===== config.mk =====
export PLATFORM = sky130hd
export DESIGN_NAME = reduce_tree_pipe
export DESIGN_NICKNAME = d
export VERILOG_FILES = /design/src/rtl/reduce_tree_pipe.sv
export SDC_FILE = /design/constraint.sdc
export NUM_CORES = 1
export LEC_CHECK = 0
export ABC_CLOCK_PERIOD_IN_PS = 1700
export CAP_MARGIN = 40
export CORE_UTILIZATION = 54
export DETAILED_ROUTE_END_ITERATION = 16
export GPL_ROUTABILITY_DRIVEN = 0
export GPL_TIMING_DRIVEN = 0
export PLACE_DENSITY = 0.87
export SLEW_MARGIN = 25
export SYNTH_ARGS = -nofsm -noshare
export SYNTH_HDL_FRONTEND = slang
export SYNTH_SLANG_ARGS = --single-unit
export TNS_END_PERCENT = 30

===== constraint.sdc =====
create_clock -name clk -period 1.7 [get_ports clk]
set_input_delay 0.255 -clock clk [delete_from_list [all_inputs] [get_ports clk]]
set_output_delay 0.255 -clock clk [all_outputs]
set_load 0.1 [all_outputs]

===== src/rtl/reduce_tree_pipe.sv =====
// rtl/reduce_tree_pipe.sv - pipelined balanced-tree AND/OR/XOR reduction of a WIDTH-bit bus
// with elastic valid/ready stages; the optional inversion is applied in the last stage only.
module reduce_tree_pipe #(
    parameter int WIDTH      = 16,
    parameter int PIPE_EVERY = 1
) (
    input  logic             clk,
    input  logic             rst_n,
    input  logic             flush,
    input  logic             in_valid,
    output logic             in_ready,
    input  logic [WIDTH-1:0] in_data,
    input  logic [2:0]       in_op,
    output logic             out_valid,
    input  logic             out_ready,
    output logic             out_data,
    output logic [2:0]       out_op
);

    localparam int LEVELS = $clog2(WIDTH);
    localparam int NPAD   = 1 << LEVELS;
    localparam int S      = (LEVELS + PIPE_EVERY - 1) / PIPE_EVERY;

    logic [S-1:0]    v_q, v_d, ld;
    logic [NPAD-1:0] data_q [S];
    logic [NPAD-1:0] data_d [S];
    logic [2:0]      op_q   [S];
    logic [2:0]      op_d   [S];
    logic [NPAD-1:0] leaves;
    logic            any_empty;

    function automatic logic gate2(input logic a, input logic b, input logic [1:0] op);
        case (op)
            2'b00:   return a & b;
            2'b10:   return a ^ b;
            default: return a | b;
        endcase
    endfunction

    // Each pass halves the live element count; partials stay packed in the low bits.
    function automatic logic [NPAD-1:0] reduce_levels(input logic [NPAD-1:0] vec,
                                                      input logic [1:0] op,
                                                      input int first_lev,
                                                      input int last_lev);
        logic [NPAD-1:0] cur;
        logic [NPAD-1:0] nxt;
        int              cnt;
        cur = vec;
        for (int l = 0; l < LEVELS; l++) begin
            if (l >= first_lev && l < last_lev) begin
                cnt = NPAD >> (l + 1);
                nxt = '0;
                for (int i = 0; i < NPAD / 2; i++) begin
                    if (i < cnt) begin
                        nxt[i] = gate2(cur[2*i], cur[2*i+1], op);
                    end
                end
                cur = nxt;
            end
        end
        return cur;
    endfunction

    function automatic logic [NPAD-1:0] stage_eval(input logic [NPAD-1:0] src,
                                                   input logic [2:0] op,
                                                   input int k);
        logic [NPAD-1:0] r;
        int              lo;
        int              hi;
        lo = k * PIPE_EVERY;
        hi = (lo + PIPE_EVERY < LEVELS) ? lo + PIPE_EVERY : LEVELS;
        r  = reduce_levels(src, op[1:0], lo, hi);
        if (k == S - 1) begin
            r[0] = r[0] ^ op[2];
        end
        return r;
    endfunction

    // A stage may load if it or any stage downstream of it has room, or the sink is taking.
    always_comb begin
        any_empty = out_ready;
        ld        = '0;
        for (int k = S - 1; k >= 0; k--) begin
            any_empty = any_empty | ~v_q[k];
            ld[k]     = any_empty;
        end
    end

    always_comb begin
        leaves              = {NPAD{in_op[1:0] == 2'b00}};
        leaves[WIDTH-1:0]   = in_data;
        in_ready            = rst_n & ~flush & ld[0];
        v_d                 = v_q;
        data_d              = data_q;
        op_d                = op_q;

        if (flush) begin
            v_d[0] = 1'b0;
        end else if (ld[0]) begin
            v_d[0] = in_valid;
        end
        if (in_ready && in_valid) begin
            data_d[0] = stage_eval(leaves, in_op, 0);
            op_d[0]   = in_op;
        end

        for (int k = 1; k < S; k++) begin
            if (flush) begin
                v_d[k] = 1'b0;
            end else if (ld[k]) begin
                v_d[k] = v_q[k-1];
            end
            if (!flush && ld[k] && v_q[k-1]) begin
                data_d[k] = stage_eval(data_q[k-1], op_q[k-1], k);
                op_d[k]   = op_q[k-1];
            end
        end
    end

    always_ff @(posedge clk or negedge rst_n) begin
        if (!rst_n) begin
            v_q <= '0;
            for (int k = 0; k < S; k++) begin
                data_q[k] <= '0;
                op_q[k]   <= '0;
            end
        end else begin
            v_q <= v_d;
            for (int k = 0; k < S; k++) begin
                data_q[k] <= data_d[k];
                op_q[k]   <= op_d[k];
            end
        end
    end

    assign out_valid = v_q[S-1];
    assign out_data  = data_q[S-1][0];
    assign out_op    = op_q[S-1];

endmodule


# Word-level counts from Yosys, hierarchy flattened

Cells that the tools add are included.

Bits in registers: 31
Bits of input ports: 24
Word-level logic and storage cells: 113

Eq/ne operators: 4
Muxes and demuxes: 24
Bitwise gates (word level): 57
Reductions and logical operators: 16

Operator list:

| cell               | count |
|---|---|
| $pmux 1 s2         | 15 |
| $or 1x1->1         | 19 |
| $and 1x1->1        | 17 |
| $xor 1x1->1        | 16 |
| $mux 1             | 9 |
| $eq 2x2->1 const B | 4 |
| $logic_not 2->1    | 4 |
| $reduce_bool 2->1  | 4 |
| $logic_and 1x1->1  | 7 |
| $not 1->1          | 5 |
| $logic_not 1->1    | 1 |

# Longest topological paths before layout

Depth in word-level cells: 7
Depth in mapped cells: 5
Gate-level depth less buffers: 5

# Least setup slack after synthesis

Ideal clock, no wire load.

Path kind: flip-flop to output port
From: reg v_q[3]
To: out in_ready
Arrival: 2.646 ns
Required time: 1.445 ns
Slack: -1.201 ns
Stages on the path, launching flop included: 3
Buffers on the path: 0
Cells stage by stage: dfrtp_1 and4b_4 a21oi_1

Cells in the longest elaborated chain, start to end: 6

Ends and longest elaborated chain:

| item                     | line | text |
|---|---|---|
| start, declared          | 24   | `logic [S-1:0] v_q, v_d, ld;` |
| start signal, assigned   | 128  | `v_q <= v_d;` |
| $not 1->1                | 84   | `any_empty = any_empty \| ~v_q[k];` |
| $or 1x1->1 (4 in series) | 84   |  |
| $and 1x1->1              | 92   | `in_ready = rst_n & ~flush & ld[0];` |
| end, declared            | 11   | `output logic in_ready,` |

No other way between the ends.

# Worst setup path after layout

From: reg v_q[3]
To: out out_valid

RTL lines:

| item          | line | text |
|---|---|---|
| end, declared | 14   | `output logic out_valid,` |

No word-level cell between the ends.

==> results.ini <==
[clock_tree]
clockBufferDepth = 2
cts_inserted_buffers = 5
clock-root-buffer = clkbuf_8
htreeDepth = 2
clkTransAtPathRegs_ns = 0.06
cts_sinks = 31
cts_tree = built
insertion_delay_ns = 0.28

[synth]
synthFlopType = dfrtp_1
synth_edf_count = 0
ys_async_sr_fraction_pct = 100
synth_warnings = 0
ys_ff_latch = 31
ys_seq_area_share_pct = 37.6
synth_cell_type_count = 28
syn_nets = 250
synth_cells = 196
syn_area_um2 = 2060
syn_area_per_cell_um2 = 10.5

[sta]
period_needed_ns = 1.68
max_freq_mhz = 596
finalCritPeriodShare_pct = 98.8
finalHoldViolations = 0
slew_viol_final = 0
rsz0062_at_grt = yes
clock_skew_ns = 0.00571
slew-limit-headroom_pct = 66.7
worst_pin_slew_ns = 0.499
setup_violations = 0

[floorplanning]
boundaryPins = 30
die-area_um2 = 4070
coreArea_um2 = 3660
start_util_pct = 56.4
die_h_um = 63.8
dieWidth_um = 63.8
rows = 22

[detailed_routing]
drtAntennaViolNets = 0
vias_per_cell = 5.11
num_vias = 1457
routed_wl_um = 3400
drt_iter0_drc = 73
first_pass_iters = 4
wire_per_inst_um = 11.9
drcViolationCount = 0

[global_route]
grt_pass1_wl_um = 6300
grt_pass1_vias = 1488
antenna_found_initial = 0
overflow = 0
track_usage_pct = 20.1
grt_max_degree = 32

[finish]
drive_gt1_share_pct = 19.4
final_core_util_pct = 72.3
nets = 290
n_antenna_cell = 0
area_delta_synth_final_pct = 28.2

[setup_path]
cpMaxStageDelayCell = clkdlybuf4s50_1
reg2regPathDepth = 4
crit_fanout = 4
critical_path_arrival_ns = 1.42
cp_data_required_time_ns = 1.44
criticalPathCategory = flip-flop to output pin
cp-start-kind = flip-flop
endpoint = out_valid
cp_cell_sequence = clkdlybuf4s50_1, buf_8
reg2reg_setup_slack_ns = 0.04
reg2reg_from = v_q[3]$_DFFE_PN0P_
max_stage_delay_ns = 0.52
cp-startpoint = v_q[3]$_DFFE_PN0P_
rr_endpoint = op_q[6]$_DFFE_PN0P_
endpoint_kind = output pin

[run_status]
status = complete, no violations

[job]
drv_cap = 0

[pwr]
irDropWorstVdd_mv = 0.428
power_density_nw_per_um2 = 1170
total_power_mw = 3.09
power_leakage_nw = 1.35

[placement]
hpwl_um = 2570
io_buffer_count = 27

[hold_path]
hp-class = primary input to flip-flop

==> power by group <==
group | switching, mW | total [mW] | internal [mW]
Combinational | 0.707 | 1.33 | 0.628
Clock | 0.265 | 0.634 | 0.369
Sequential | 0.163 | 1.12 | 0.960
==> registers in the layout (all words and copies together) (netlist names) <==
| name | flops |
|---|---|
| out_data | 1 |
| v_q | 4 |
| out_op | 3 |
| data_q | 14 |
| op_q | 9 |
==> repair_timing <==
action,4_1_cts,5_1_grt
hold endpoints to repair,31,0
hold buffers,2,0
setup endpoints to repair,5,4
gates resized for setup,7,3
buffers inserted,0,0
==> per-layer routing <==
metal,vias up,global-route usage (%),wire length (µm)
li1,728,-,-
met3,8,6.43,141
met4,0,9.38,78
met1,687,21.8,1460
met5,-,0,0
met2,34,35.2,1730
==> worst min path at each step <==
stage	cells past startpoint	startpoint	end
3_3_place_gp	1	op_q[11]$_DFFE_PN0P_	op_q[11]$_DFFE_PN0P_
6_report	2	flush	v_q[3]$_DFFE_PN0P_
4_1_cts	4	in_op[0]	data_q[49]$_DFFE_PN0P_
3_5_place_dp	1	rst_n	out_op[1]$_DFFE_PN0P_
2_1_floorplan	0	rst_n	data_q[16]$_DFFE_PN0P_
5_1_grt	2	flush	v_q[3]$_DFFE_PN0P_
==> per-stage QoR <==
| step | setup TNS (ns) | setup WS [ns] | instance area (µm²) | hold WS (ns) | cells |
|---|---|---|---|---|---|
| floorplan | -0.464 | -0.0992 | 2090 | -0.0406 | 196 |
| global placement | -22.21 | -1.91 | 2420 | 0.471 | 271 |
| detailed placement | -4.20 | -0.558 | 2500 | 0.341 | 277 |
| CTS | 0 | 0.00786 | 2640 | 0.461 | 286 |
| global route | -0.0187 | -0.0181 | 2650 | 0.355 | 285 |
| finish | 0 | 0.0211 | 2650 | 0.341 | 285 |
==> area by class of cell <==
class,count,area (µm²)
Sequential cell,31,779
Inverter,34,128
Tap cell,48,60.1
Fill cell,271,1010
Timing Repair Buffer,33,385
Buffer,9,60.1
Clock buffer,8,100
Multi-Input combinational cell,122,1130
==> cell usage in the layout, fill, tap and decap left out, types with 3 or more instances in the layout <==
| cell type | count |
|---|---|
| inv_1 | 32 |
| ha_1 | 30 |
| dfrtp_1 | 30 |
| clkdlybuf4s50_1 | 21 |
| mux2i_1 | 15 |
| nand2_1 | 14 |
| o21ai_0 | 14 |
| mux2_2 | 12 |
| mux2_1 | 10 |
| clkbuf_8 | 7 |
| buf_4 | 6 |
| buf_12 | 5 |
| clkbuf_1 | 4 |
| mux2_4 | 4 |
| nor2_1 | 4 |
| a21oi_1 | 3 |
==> critical path, delay by kind of cell (launching register included) <==
| kind | cells | cell delay, ns |
|---|---|---|
| buffers and inverters | 2 | 0.72 |
| flip-flops | 1 | 0.42 |
==> Yosys cell counts, drive strengths merged (2+ instances only) <==
library cell	count	share of area (%)
buf	6	2.2
a31oi	2	0.61
inv	34	6.2
clkbuf	3	0.55
mux2i	15	7.3
dfrtp	31	38
a21oi	4	0.97
o211ai	2	0.97
mux2	26	15
ha	30	18
nor2	4	0.73
nand2	14	2.5
nand2b	3	0.91
o21ai	14	3.4
==> cell families (layout without fill, tap and decap cells) <==
group	Yosys count	after routing	synth area share, %
adder cells (fa/ha/maj)	30	30	18.2
buffers and inverters	43	84	8.91
multiplexers	41	41	22.0
flip-flops	31	31	37.6
AND/OR/NAND/NOR	27	27	6.36
AO/OA/AOI/OAI	24	24	6.97
(Power assumes the default switching activity.)
